## config.mk

```make
export PLATFORM = sky130hd
export DESIGN_NAME = div_loop_flat
export DESIGN_NICKNAME = d
export VERILOG_FILES = /design/src/rtl/div_loop_if.sv /design/src/rtl/div_loop.sv /design/src/flat_wrapper.sv
export SDC_FILE = /design/constraint.sdc
export NUM_CORES = 1
export LEC_CHECK = 0
export ABC_AREA = 1
export CAP_MARGIN = 20
export CORE_UTILIZATION = 50
export CTS_BUF_LIST = sky130_fd_sc_hd__clkbuf_8
export DETAILED_ROUTE_END_ITERATION = 8
export MAX_ROUTING_LAYER = met4
export PLACE_DENSITY = 0.78
export SETUP_SLACK_MARGIN = 0.2
export SLEW_MARGIN = 15
export SYNTH_ARGS = -nofsm -noshare
export SYNTH_HDL_FRONTEND = slang
export SYNTH_SLANG_ARGS = --single-unit
```

## constraint.sdc

```tcl
create_clock -name clk -period 1.6 [get_ports clk]
set_input_delay 0.48 -clock clk [delete_from_list [all_inputs] [get_ports clk]]
set_output_delay 0.48 -clock clk [all_outputs]
set_load 0.02 [all_outputs]
```

## src/rtl/div_loop_if.sv

```systemverilog
// Start/ready handshake and result bus of the sequential restoring divider.
interface div_loop_if #(
  parameter int DW = 16,
  parameter int VW = 8
);
  logic          start;
  logic [DW-1:0] a;
  logic [VW-1:0] b;
  logic          ready;
  logic [DW-1:0] quotient;
  logic [VW-1:0] remainder;
  logic          div_by_zero;

  modport master (output start, a, b,
                  input  ready, quotient, remainder, div_by_zero);
  modport slave  (input  start, a, b,
                  output ready, quotient, remainder, div_by_zero);
endinterface

```

## src/rtl/div_loop.sv

```systemverilog
// Sequential restoring divider: one quotient bit per clock, DW busy cycles,
// result held stable until the next accepted start.
module div_loop #(
  parameter int DW = 16,
  parameter int VW = 8
) (
  input  logic       clk,
  input  logic       reset,
  div_loop_if.slave  bus
);
  localparam int CW = $clog2(DW + 1);

  typedef enum logic [1:0] {IDLE, BUSY, DONE} state_t;

  state_t        state, state_nx;
  logic [DW-1:0] sh, q_r, sh_nx;
  logic [VW-1:0] dv, r_r, p, p_nx;
  logic [VW:0]   p_sh;
  logic [CW-1:0] cnt;
  logic          zf, dbz_r, ge, accept, finish;

  // The partial remainder is always < b between steps, so only its low VW
  // bits are stored; the VW+1-bit shifted value carries the compare headroom.
  always_comb begin
    p_sh  = {p, sh[DW-1]};
    ge    = (p_sh >= {1'b0, dv});
    p_nx  = ge ? VW'(p_sh - {1'b0, dv}) : p_sh[VW-1:0];
    sh_nx = {sh[DW-2:0], ge};
  end

  always_ff @(posedge clk or negedge reset) begin
    if (!reset) state <= IDLE;
    else        state <= state_nx;
  end

  always_comb begin
    state_nx = state;
    accept   = 1'b0;
    finish   = 1'b0;
    case (state)
      IDLE, DONE: if (bus.start) begin
        accept   = 1'b1;
        state_nx = BUSY;
      end
      BUSY: if (zf || cnt == CW'(1)) begin
        finish   = 1'b1;
        state_nx = DONE;
      end
      default: state_nx = IDLE;
    endcase
  end

  always_ff @(posedge clk or negedge reset) begin
    if (!reset) begin
      sh    <= '0;
      dv    <= '0;
      p     <= '0;
      cnt   <= '0;
      zf    <= 1'b0;
      q_r   <= '0;
      r_r   <= '0;
      dbz_r <= 1'b0;
    end else begin
      if (accept) begin
        sh  <= bus.a;
        dv  <= bus.b;
        p   <= '0;
        zf  <= (bus.b == '0);
        cnt <= (bus.b == '0) ? CW'(1) : CW'(DW);
      end else if (state == BUSY && !zf) begin
        sh  <= sh_nx;
        p   <= p_nx;
        cnt <= cnt - CW'(1);
      end
      // Results land together on the BUSY->DONE edge only.
      if (finish) begin
        q_r   <= zf ? '1 : sh_nx;
        r_r   <= zf ? '0 : p_nx;
        dbz_r <= zf;
      end
    end
  end

  assign bus.ready       = (state != BUSY);
  assign bus.quotient    = q_r;
  assign bus.remainder   = r_r;
  assign bus.div_by_zero = dbz_r;
endmodule

```

## src/flat_wrapper.sv

```systemverilog
// flat-port wrapper written by rule: the top's interface ports become plain ports
module div_loop_flat 
#(
  parameter int DW = 16,
  parameter int VW = 8
)
  (clk, reset, bus_start, bus_a, bus_b, bus_ready, bus_quotient, bus_remainder, bus_div_by_zero);
  div_loop_if #(.DW(DW), .VW(VW)) bus_i ();
  input  logic clk;
  input  logic reset;
  input wire logic [$bits(bus_i.start)-1:0] bus_start;
  input wire logic [$bits(bus_i.a)-1:0] bus_a;
  input wire logic [$bits(bus_i.b)-1:0] bus_b;
  output wire logic [$bits(bus_i.ready)-1:0] bus_ready;
  output wire logic [$bits(bus_i.quotient)-1:0] bus_quotient;
  output wire logic [$bits(bus_i.remainder)-1:0] bus_remainder;
  output wire logic [$bits(bus_i.div_by_zero)-1:0] bus_div_by_zero;
  assign bus_i.start = bus_start;
  assign bus_i.a = bus_a;
  assign bus_i.b = bus_b;
  assign bus_ready = bus_i.ready;
  assign bus_quotient = bus_i.quotient;
  assign bus_remainder = bus_i.remainder;
  assign bus_div_by_zero = bus_i.div_by_zero;
  div_loop #(.DW(DW), .VW(VW)) u_core (.clk(clk), .reset(reset), .bus(bus_i));
endmodule
```

==> flow_metrics.py <==
metrics = {
    "outcome": {
        "status": "finished, violations left",
        "violations": "setup timing",
    },
    "placed_design": {
        "dp.cells": 539,
        "dpl_cell_area_um2": 4259,
        "dp_hpwl_um": 5554,
        "port_buffers": 52,
        "gp_congestion": 0.7910,
    },
    "drt": {
        "antenna_left": 0,
        "vias": 3588,
        "drt_pass1_iterations": 6,
        "routed_wl_um": 12370,
        "drt_iter0_drc": 293,
        "drt-vias-per-instance": 6.051,
        "remaining_drc_errors": 0,
        "post_drt_wl_per_cell_um": 20.85,
    },
    "floorplanning": {
        "initial_utilization": 0.5155,
        "ios": 53,
        "core_um2": 6314,
        "core.rowCount": 29,
        "dieWidth_um": 82.68,
        "die_area_um2": 6835,
        "die_h_um": 82.68,
    },
    "synth": {
        "synth_edf_count": 0,
        "synth-seq-area-share": 0.4998,
        "synth_nets": 419,
        "synth_cell_types": 33,
        "ys_ff_latch": 65,
        "synthTopCellsByArea": "dfrtp_1, nand2_1, inv_1, ha_1, nand3_1",
        "async_reset_ff_frac": 1.000,
        "synthesis.area_um2": 3254,
        "synth_cells": 381,
        "synth_top_area_share": 0.4998,
        "synth.avg_cell_area_um2": 8.542,
        "yosysTopAreaCell": "dfrtp_1",
        "ys.flop_type": "dfrtp_1",
        "ys_top_cells_by_count": "nand2_1, dfrtp_1, inv_1",
        "synthMostInstantiatedCell": "nand2_1",
        "yosys_warnings": 0,
    },
    "sta": {
        "fmax_mhz": 536.9,
        "max_slew_margin": 0.7583,
        "slew_violations": 0,
        "tightest_slew_ns": 0.3626,
        "finalSetupViolations": 18,
        "fin_crit_sh": 1.164,
        "fin_crit_ns": 1.863,
        "finalHoldViolCount": 0,
        "skew_ns": 0.01836,
        "rsz0062_at_grt": "yes",
        "layout_setup_ws_ns": -0.2626,
    },
    "critical_path": {
        "path_cells": "ha_4 -> nand2_4 -> inv_1 -> nand2_2 -> nand3_4 -> nand2_8 -> buf_6 -> nand3b_1 -> nand3_1 -> nand2_1",
        "crit_fanout": 5,
        "cp-end-kind": "flop",
        "crit_required_ns": 1.85,
        "critPathKind": "flop to flop",
        "worst_ep_arrival_time_ns": 2.11,
        "cp_slowest_stage_delay_ns": 0.45,
        "slowest_stage": "dfrtp_2",
        "startpoint_type": "flop",
    },
    "global_route": {
        "track_usage": 0.3127,
        "grt_overflow_total": 0,
        "grt_max_degree": 66,
        "grt_pass1_wl_um": 15010,
        "grt_pass1_vias": 3120,
        "antenna_found_initial": 0,
    },
    "final_layout": {
        "n_antenna_cell": 0,
        "final_area_um2": 5320,
        "final_nets": 549,
        "drive_above_1_share": 0.4729,
        "area_growth_pct": 63.48,
        "stdcell_count": 593,
    },
    "clock_tree": {
        "cts_sinks": 65,
        "clk_pin_slew_ns": 0.09,
        "htreeDepth": 3,
        "cts.path.max_buffers": 2,
        "insertion_delay_ns": 0.37,
        "cts_tree": "done",
        "cts_inserted_buffers": 9,
        "root_buffer": "clkbuf_8",
    },
    "run": {
        "cap_violations": 0,
    },
    "min_path": {
        "min_path_type": "input pin to asynchronous set/reset pin",
    },
}
==> cell families after synthesis <==
kind of cell             after synthesis  synth area share
buffers and inverters                 63           0.08112
AO/OA/AOI/OAI                         56            0.1027
AND/OR/NAND/NOR                      183            0.2637
adder cells (fa/ha/maj)               11           0.04460
flip-flops                            65            0.4998
XOR/XNOR                               3          0.008075
==> layer usage <==
metal / GRT usage / vias up / share of wire
met4: 0.1379 / 0 / 0.050
met2: 0.4959 / 278 / 0.49
li1: - / 1496 / -
met5: - / - / 0
met1: 0.3802 / 1737 / 0.38
met3: 0.07253 / 77 / 0.080
==> placed cells by master (no fill, tap or decap), types with 9 or more instances in the layout <==
master,n
a21oi_2,14
buf_12,9
buf_4,58
buf_6,30
clkbuf_8,10
clkdlybuf4s50_1,21
dfrtp_1,58
ha_4,10
inv_1,30
inv_2,18
nand2_1,82
nand2_2,23
nand3_1,10
nand3_2,12
nor2_1,23
nor2_4,10
o21ai_0,9
o221ai_1,10
==> layout make-up <==
class                           instances  area (um2)
Tap cell                               77       96.34
Clock inverter                          6       137.6
Multi-Input combinational cell        254        1844
Fill cell                             306       993.5
Clock buffer                           10       137.6
Inverter                               51       203.9
Sequential cell                        65        1635
Timing Repair Buffer                  130        1265
==> state kept, by name, indices dropped and copies added (netlist names) <==
name	flops
u_core.cnt	5
u_core.bus.div_by_zero	1
u_core.dv	8
u_core.state	2
u_core.sh	16
u_core.zf	1
u_core.bus.remainder	8
u_core.bus.quotient	16
u_core.p	8
==> worst max-delay path, delay by kind of cell (launching register included) <==
kind / cells / cell delay (ns)
AND/OR/NAND/NOR: 7 / 0.82
flip-flops: 1 / 0.45
adder cells (fa/ha/maj): 1 / 0.27
buffers and inverters: 2 / 0.21
==> worst paths after layout <==
check | start | to | slack (ns) | cells past startpoint
worst min-delay path | reset | u_core.bus.quotient[6] | 0.09 | 2
worst max register to register | u_core.p[3] | u_core.p[3] | -0.26 | 10
worst min register to register | u_core.bus.remainder[7] | u_core.bus.remainder[7] | 0.48 | 2
min in group clk | bus_start | u_core.state[1] | 0.46 | 2
worst max-delay path | u_core.p[3] | u_core.p[3] | -0.26 | 10
max in group asynchronous | reset | u_core.p[4] | 1.15 | 2
==> through the flow <==
step	hold slack [ns]	utilization	setup TNS, ns	setup slack [ns]
after floorplan	0.1844	-	0	0.02947
after global placement	0.4613	0.6746	-4.956	-0.2213
after detailed placement	0.4648	0.6746	-6.648	-0.3242
after CTS	0.1438	0.7576	-1.207	-0.09836
after global routing	0.1229	0.8426	-4.046	-0.3189
final	0.09450	0.8426	-3.061	-0.2626
==> repair_timing <==
item	4_1_cts	5_1_grt
hold buffers	0	0
setup endpoints to repair	77	64
gates resized for setup	154	117
cloned	2	0
setup buffers	16	20
pin swaps	21	30
Power is not shown: default switching activity piles up to over one toggle a cycle in this logic, so the estimate is an artifact.
